**src/rtl/multicycle_control_unit.sv**
```systemverilog
// Multicycle control unit: Moore-style FSM sequencing a MIPS-like datapath
// (lw, sw, R-type, beq, addi, j) with a retired-instruction counter and an
// illegal-opcode pulse.
module multicycle_control_unit #(
  parameter int INSTR_W       = 32,
  parameter int CNT_W         = 16,
  parameter int JUMP_EN       = 1,
  parameter int MEM_HANDSHAKE = 1
) (
  input  logic               clk,
  input  logic               rst,
  input  logic [INSTR_W-1:0] instr,
  input  logic               mem_ready,
  input  logic               zero,
  output logic               mem_req,
  output logic               mem_we,
  output logic               iord,
  output logic               ir_write,
  output logic               pc_en,
  output logic               reg_write,
  output logic               reg_dst,
  output logic               mem_to_reg,
  output logic               alu_src_a,
  output logic [1:0]         alu_src_b,
  output logic [1:0]         alu_op,
  output logic [1:0]         pc_src,
  output logic [3:0]         state,
  output logic               illegal,
  output logic [CNT_W-1:0]   instr_count
);

  typedef enum logic [3:0] {
    S_FETCH  = 4'd0,
    S_DECODE = 4'd1,
    S_MEMADR = 4'd2,
    S_MEMRD  = 4'd3,
    S_MEMWB  = 4'd4,
    S_MEMWR  = 4'd5,
    S_EXEC   = 4'd6,
    S_ALUWB  = 4'd7,
    S_BRANCH = 4'd8,
    S_ADDIEX = 4'd9,
    S_ADDIWB = 4'd10,
    S_JUMP   = 4'd11
  } state_t;

  localparam logic [5:0] OP_RTYPE = 6'b000000;
  localparam logic [5:0] OP_LW    = 6'b100011;
  localparam logic [5:0] OP_SW    = 6'b101011;
  localparam logic [5:0] OP_BEQ   = 6'b000100;
  localparam logic [5:0] OP_ADDI  = 6'b001000;
  localparam logic [5:0] OP_J     = 6'b000010;

  state_t           r_state;
  state_t           w_next_state;
  logic [CNT_W-1:0] r_instr_count;
  logic             r_illegal;
  logic             w_retire;
  logic             w_illegal_det;
  logic [5:0]       w_opcode;
  logic             w_mem_ready;
  logic             w_unused_instr_bits;

  // Raw (pre-reset-gating) output decode.
  logic       w_mem_req;
  logic       w_mem_we;
  logic       w_iord;
  logic       w_ir_write;
  logic       w_pc_en;
  logic       w_reg_write;
  logic       w_reg_dst;
  logic       w_mem_to_reg;
  logic       w_alu_src_a;
  logic [1:0] w_alu_src_b;
  logic [1:0] w_alu_op;
  logic [1:0] w_pc_src;

  assign w_opcode            = instr[INSTR_W-1 -: 6];
  assign w_unused_instr_bits = ^instr[INSTR_W-7:0];
  // Without a handshake the memory is treated as single-cycle.
  assign w_mem_ready         = (MEM_HANDSHAKE != 0) ? mem_ready : 1'b1;

  // State register; reset returns to FETCH immediately.
  always_ff @(posedge clk or posedge rst) begin
    if (rst) begin
      r_state <= S_FETCH;
    end else begin
      r_state <= w_next_state;
    end
  end

  // Next-state logic, retire detection and illegal-opcode detection.
  always_comb begin
    w_next_state  = r_state;
    w_retire      = 1'b0;
    w_illegal_det = 1'b0;
    case (r_state)
      S_FETCH: begin
        if (w_mem_ready) begin
          w_next_state = S_DECODE;
        end else begin
          w_next_state = S_FETCH;
        end
      end
      S_DECODE: begin
        case (w_opcode)
          OP_LW, OP_SW: w_next_state = S_MEMADR;
          OP_RTYPE:     w_next_state = S_EXEC;
          OP_BEQ:       w_next_state = S_BRANCH;
          OP_ADDI:      w_next_state = S_ADDIEX;
          OP_J: begin
            if (JUMP_EN != 0) begin
              w_next_state = S_JUMP;
            end else begin
              w_next_state  = S_FETCH;
              w_illegal_det = 1'b1;
            end
          end
          default: begin
            w_next_state  = S_FETCH;
            w_illegal_det = 1'b1;
          end
        endcase
      end
      S_MEMADR: begin
        if (w_opcode == OP_LW) begin
          w_next_state = S_MEMRD;
        end else begin
          w_next_state = S_MEMWR;
        end
      end
      S_MEMRD: begin
        if (w_mem_ready) begin
          w_next_state = S_MEMWB;
        end else begin
          w_next_state = S_MEMRD;
        end
      end
      S_MEMWR: begin
        if (w_mem_ready) begin
          w_next_state = S_FETCH;
          w_retire     = 1'b1;
        end else begin
          w_next_state = S_MEMWR;
        end
      end
      S_EXEC:   w_next_state = S_ALUWB;
      S_ADDIEX: w_next_state = S_ADDIWB;
      S_MEMWB, S_ALUWB, S_BRANCH, S_ADDIWB, S_JUMP: begin
        w_next_state = S_FETCH;
        w_retire     = 1'b1;
      end
      default: w_next_state = S_FETCH;
    endcase
  end

  // Retired-instruction counter (wraps naturally) and one-cycle illegal pulse.
  always_ff @(posedge clk or posedge rst) begin
    if (rst) begin
      r_instr_count <= {CNT_W{1'b0}};
      r_illegal     <= 1'b0;
    end else begin
      r_illegal <= w_illegal_det;
      if (w_retire) begin
        r_instr_count <= r_instr_count + {{(CNT_W-1){1'b0}}, 1'b1};
      end else begin
        r_instr_count <= r_instr_count;
      end
    end
  end

  // Moore output decode; only FETCH (mem_ready) and BRANCH (zero) look at inputs.
  always_comb begin
    w_mem_req    = 1'b0;
    w_mem_we     = 1'b0;
    w_iord       = 1'b0;
    w_ir_write   = 1'b0;
    w_pc_en      = 1'b0;
    w_reg_write  = 1'b0;
    w_reg_dst    = 1'b0;
    w_mem_to_reg = 1'b0;
    w_alu_src_a  = 1'b0;
    w_alu_src_b  = 2'b00;
    w_alu_op     = 2'b00;
    w_pc_src     = 2'b00;
    case (r_state)
      S_FETCH: begin
        w_mem_req   = 1'b1;
        w_alu_src_b = 2'b01;
        w_ir_write  = w_mem_ready;
        w_pc_en     = w_mem_ready;
      end
      S_DECODE: w_alu_src_b = 2'b11;
      S_MEMADR: begin
        w_alu_src_a = 1'b1;
        w_alu_src_b = 2'b10;
      end
      S_MEMRD: begin
        w_mem_req = 1'b1;
        w_iord    = 1'b1;
      end
      S_MEMWB: begin
        w_reg_write  = 1'b1;
        w_mem_to_reg = 1'b1;
      end
      S_MEMWR: begin
        w_mem_req = 1'b1;
        w_mem_we  = 1'b1;
        w_iord    = 1'b1;
      end
      S_EXEC: begin
        w_alu_src_a = 1'b1;
        w_alu_op    = 2'b10;
      end
      S_ALUWB: begin
        w_reg_write = 1'b1;
        w_reg_dst   = 1'b1;
      end
      S_BRANCH: begin
        w_alu_src_a = 1'b1;
        w_alu_op    = 2'b01;
        w_pc_src    = 2'b01;
        w_pc_en     = zero;
      end
      S_ADDIEX: begin
        w_alu_src_a = 1'b1;
        w_alu_src_b = 2'b10;
      end
      S_ADDIWB: w_reg_write = 1'b1;
      S_JUMP: begin
        w_pc_src = 2'b10;
        w_pc_en  = 1'b1;
      end
      default: w_mem_req = 1'b0;
    endcase
  end

  // Strobes are suppressed while reset is held so nothing fires during reset.
  assign mem_req     = w_mem_req   & ~rst;
  assign mem_we      = w_mem_we    & ~rst;
  assign ir_write    = w_ir_write  & ~rst;
  assign pc_en       = w_pc_en     & ~rst;
  assign reg_write   = w_reg_write & ~rst;
  assign iord        = w_iord;
  assign reg_dst     = w_reg_dst;
  assign mem_to_reg  = w_mem_to_reg;
  assign alu_src_a   = w_alu_src_a;
  assign alu_src_b   = w_alu_src_b;
  assign alu_op      = w_alu_op;
  assign pc_src      = w_pc_src;
  assign state       = r_state;
  assign illegal     = r_illegal;
  assign instr_count = r_instr_count;

endmodule
```
**config.mk**
```make
export PLATFORM = sky130hd
export DESIGN_NAME = multicycle_control_unit
export DESIGN_NICKNAME = d
export VERILOG_FILES = /design/src/rtl/multicycle_control_unit.sv
export SDC_FILE = /design/constraint.sdc
export NUM_CORES = 1
export LEC_CHECK = 0
export BUFFER_PORTS_ARGS = -buffer_cell sky130_fd_sc_hd__buf_2
export CORE_UTILIZATION = 46
export CTS_BUF_LIST = sky130_fd_sc_hd__clkbuf_4
export DETAILED_ROUTE_END_ITERATION = 16
export PLACE_DENSITY = 0.83
export SYNTH_ARGS = -nofsm -noshare
export SYNTH_HDL_FRONTEND = slang
export SYNTH_SLANG_ARGS = --single-unit
```
**constraint.sdc**
```tcl
create_clock -name clk -period 1.7 [get_ports clk]
set_clock_uncertainty 0.1 [all_clocks]
set_input_delay 0.34 -clock clk [delete_from_list [all_inputs] [get_ports clk]]
set_output_delay 0.34 -clock clk [all_outputs]
set_load 0.01 [all_outputs]
```
==> impl_metrics.py <==
metrics = {
    "synth": {
        "synth_edf_count": 0,
        "yosysTopAreaCell": "dfrtp_1",
        "synth_seq_area_share_pct": 40.6,
        "synthTopCellsByCount": "dfrtp_1, xnor2_1, nand3_1",
        "synth.net_count": 181,
        "async_flop_share_pct": 100,
        "yosys_warnings": 0,
        "post_synth.cell_area_avg_um2": 8.99,
        "synth_area_mm2": 0.00129,
        "synth.distinct_cells": 39,
        "synth_top_area_share_pct": 40.6,
        "ys_ff_latch": 21,
        "yosysMostFrequentCell": "dfrtp_1",
        "synthesis.instances": 144,
        "ys.flop_type": "dfrtp_1",
        "synth_area_leaders": "dfrtp_1, xnor2_1, nand3_1, nand4_1, nor3_1",
    },
    "cts": {
        "cts.sinks": 21,
        "clk_pin_slew_ps": 120,
        "insertion_delay_ps": 310,
        "htree_levels": 1,
        "numCtsBuffers": 3,
        "cts-root-buf": "clkbuf_4",
        "cts_tree": "done",
        "cts_buffer_depth": 2,
    },
    "floorplan": {
        "fp.dieH_um": 55.1,
        "coreArea_mm2": 0.00257,
        "dieArea_mm2": 0.00303,
        "ioPinCount": 72,
        "rows": 18,
        "die_w_um": 55.1,
        "initial_core_util_pct": 50.4,
    },
    "final_layout": {
        "area_delta_synth_final_pct": 46.9,
        "multi_input_area_um2": 848,
        "fin_area_mm2": 0.00190,
        "drive_above_1_share_pct": 49.5,
        "n_antenna_cell": 0,
        "regArea_um2": 531,
        "fillers": 163,
        "nNetsFinal": 248,
    },
    "timing": {
        "fin_crit_ps": 1990,
        "hold_slack_ps": 17.0,
        "slew_headroom_pct": 69.7,
        "rsz0062_at_grt": "true",
        "fin_setup_tns_ps": -2560,
        "fmaxAchievable_mhz": 502,
        "slew_viol_final": 0,
        "worstMarginPinSlew_ps": 450,
        "fin_ws_ps": -292,
        "finalHoldViolations": 0,
        "setup_viol": 15,
        "fin_crit_sh_pct": 117,
    },
    "placement": {
        "dp_slack_ps": -43.5,
        "port_buffers": 45,
        "dp_hpwl_um": 2460,
        "postPlaceCellArea_mm2": 0.00165,
        "routabilityCongestion": 0.814,
    },
    "pwr": {
        "power.density_mw_per_mm2": 760,
        "p_leak_nw": 0.881,
        "peakVddDrop_uv": 877,
    },
    "global_routing": {
        "grtUsageTotal_pct": 25.6,
        "grt_remaining_overflow": 0,
        "grt_max_degree": 22,
        "antenna_found_initial": 0,
        "grt_pass1_wl_um": 5560,
        "grt_pass1_vias": 1292,
    },
    "route": {
        "drt_iter0_drc": 63,
        "drc_errors": 0,
        "vias_per_cell": 5.88,
        "firstDrtPassIters": 4,
        "drt-total-wl_um": 3950,
        "ant_nets": 0,
        "vias": 1410,
        "avgRoutedWirePerCell_um": 16.5,
    },
    "critical_path": {
        "crit_path_max_fanout": 8,
        "worstReg2RegEnd": "state[2]",
        "crit_type": "reg2out",
        "start_kind": "flop",
        "r2r_cells": 4,
        "worstPathArrival_ps": 1550,
        "r2r-start": "state[2]",
        "cp-end-kind": "primary output",
        "regToRegSetupSlack_ps": 10,
        "required_ps": 1260,
    },
    "min_path": {
        "holdCritPathClass": "in2async",
    },
    "outcome": {
        "violations": "negative setup slack",
        "status": "finished, violations left",
    },
    "flow_run": {
        "drv_cap": 0,
    },
}
==> cells by family after synthesis <==
kind of cell             synth area share (%)
multiplexers                             3.28
AND/OR/NAND/NOR                          27.6
adder cells (fa/ha/maj)                 0.966
XOR/XNOR                                 11.5
AO/OA/AOI/OAI                            12.0
flip-flops                               40.6
buffers and inverters                    4.06
==> worst max-delay path by stage <==
| stage | startpoint | endpoint | slack [ps] | depth (start not counted) |
|---|---|---|---|---|
| after floorplan | state[1] | pc_src[0] | -30 | 4 |
| after global placement | instr[26] | state[2] | -30 | 4 |
| after detailed placement | instr[26] | state[2] | -40 | 4 |
| after CTS | state[1] | mem_req | -230 | 4 |
| after global routing | state[1] | mem_req | -350 | 3 |
| final | state[1] | mem_req | -290 | 3 |
==> report_power, final <==
part / switching (mW) / internal (mW)
clock network: 0.154 / 0.0880
registers: 0.0762 / 0.555
logic: 0.296 / 0.275
total: 0.527 / 0.918
==> repair_timing <==
item | 4_1_cts | 5_1_grt
pin swaps | 3 | 9
hold buffers | 0 | 0
endpoints found under the setup margin | 16 | 30
endpoints found under the hold margin | 0 | 0
resized for setup | 13 | 28
setup buffers | 4 | 5
==> metrics by stage <==
stage	instances	util, %	power (mW)
2_1_floorplan	144	-	0.884
3_3_place_gp	227	64.2	1.05
3_5_place_dp	227	64.2	1.08
4_1_cts	235	68.1	1.35
5_1_grt	240	74.1	1.53
6_report	240	74.1	1.44
==> layout by cell type, fill, tap and decap left out, types with 5 or more instances in the layout <==
cell	n
buf_4	17
nand4_1	8
buf_2	45
xnor2_1	15
nor2_1	6
nor3_1	5
buf_6	8
nand3_1	11
nand2_1	9
a21oi_1	5
dfrtp_1	17
nand2b_4	5
==> worst max-delay path, stage by stage, from the launching register on <==
cell	delay [ps]
dfrtp_2	520
xnor2_2	200
a2111oi_2	320
buf_2	200
==> metal layers <==
metal | track usage [%] | routed length, um | vias up
met1 | 29.8 | 1580 | 668
met2 | 44.4 | 1970 | 71
met5 | 0 | 0 | -
li1 | - | - | 653
met4 | 9.17 | 160 | 0
met3 | 7.65 | 241 | 18
==> sequential cells by signal (all words and copies together) (netlist names) <==
name and cells:
state 4, illegal 1, instr_count 16
==> area by class of cell <==
class,count,share of cell area (%)
clock buffers,3,1.18
clock inverters,1,0.263
inverters,4,0.789
multi-input cells,111,44.6
flip-flops and latches,21,27.9
well taps,30,1.97
repair buffers,70,23.3
(Power assumes the default switching activity.)
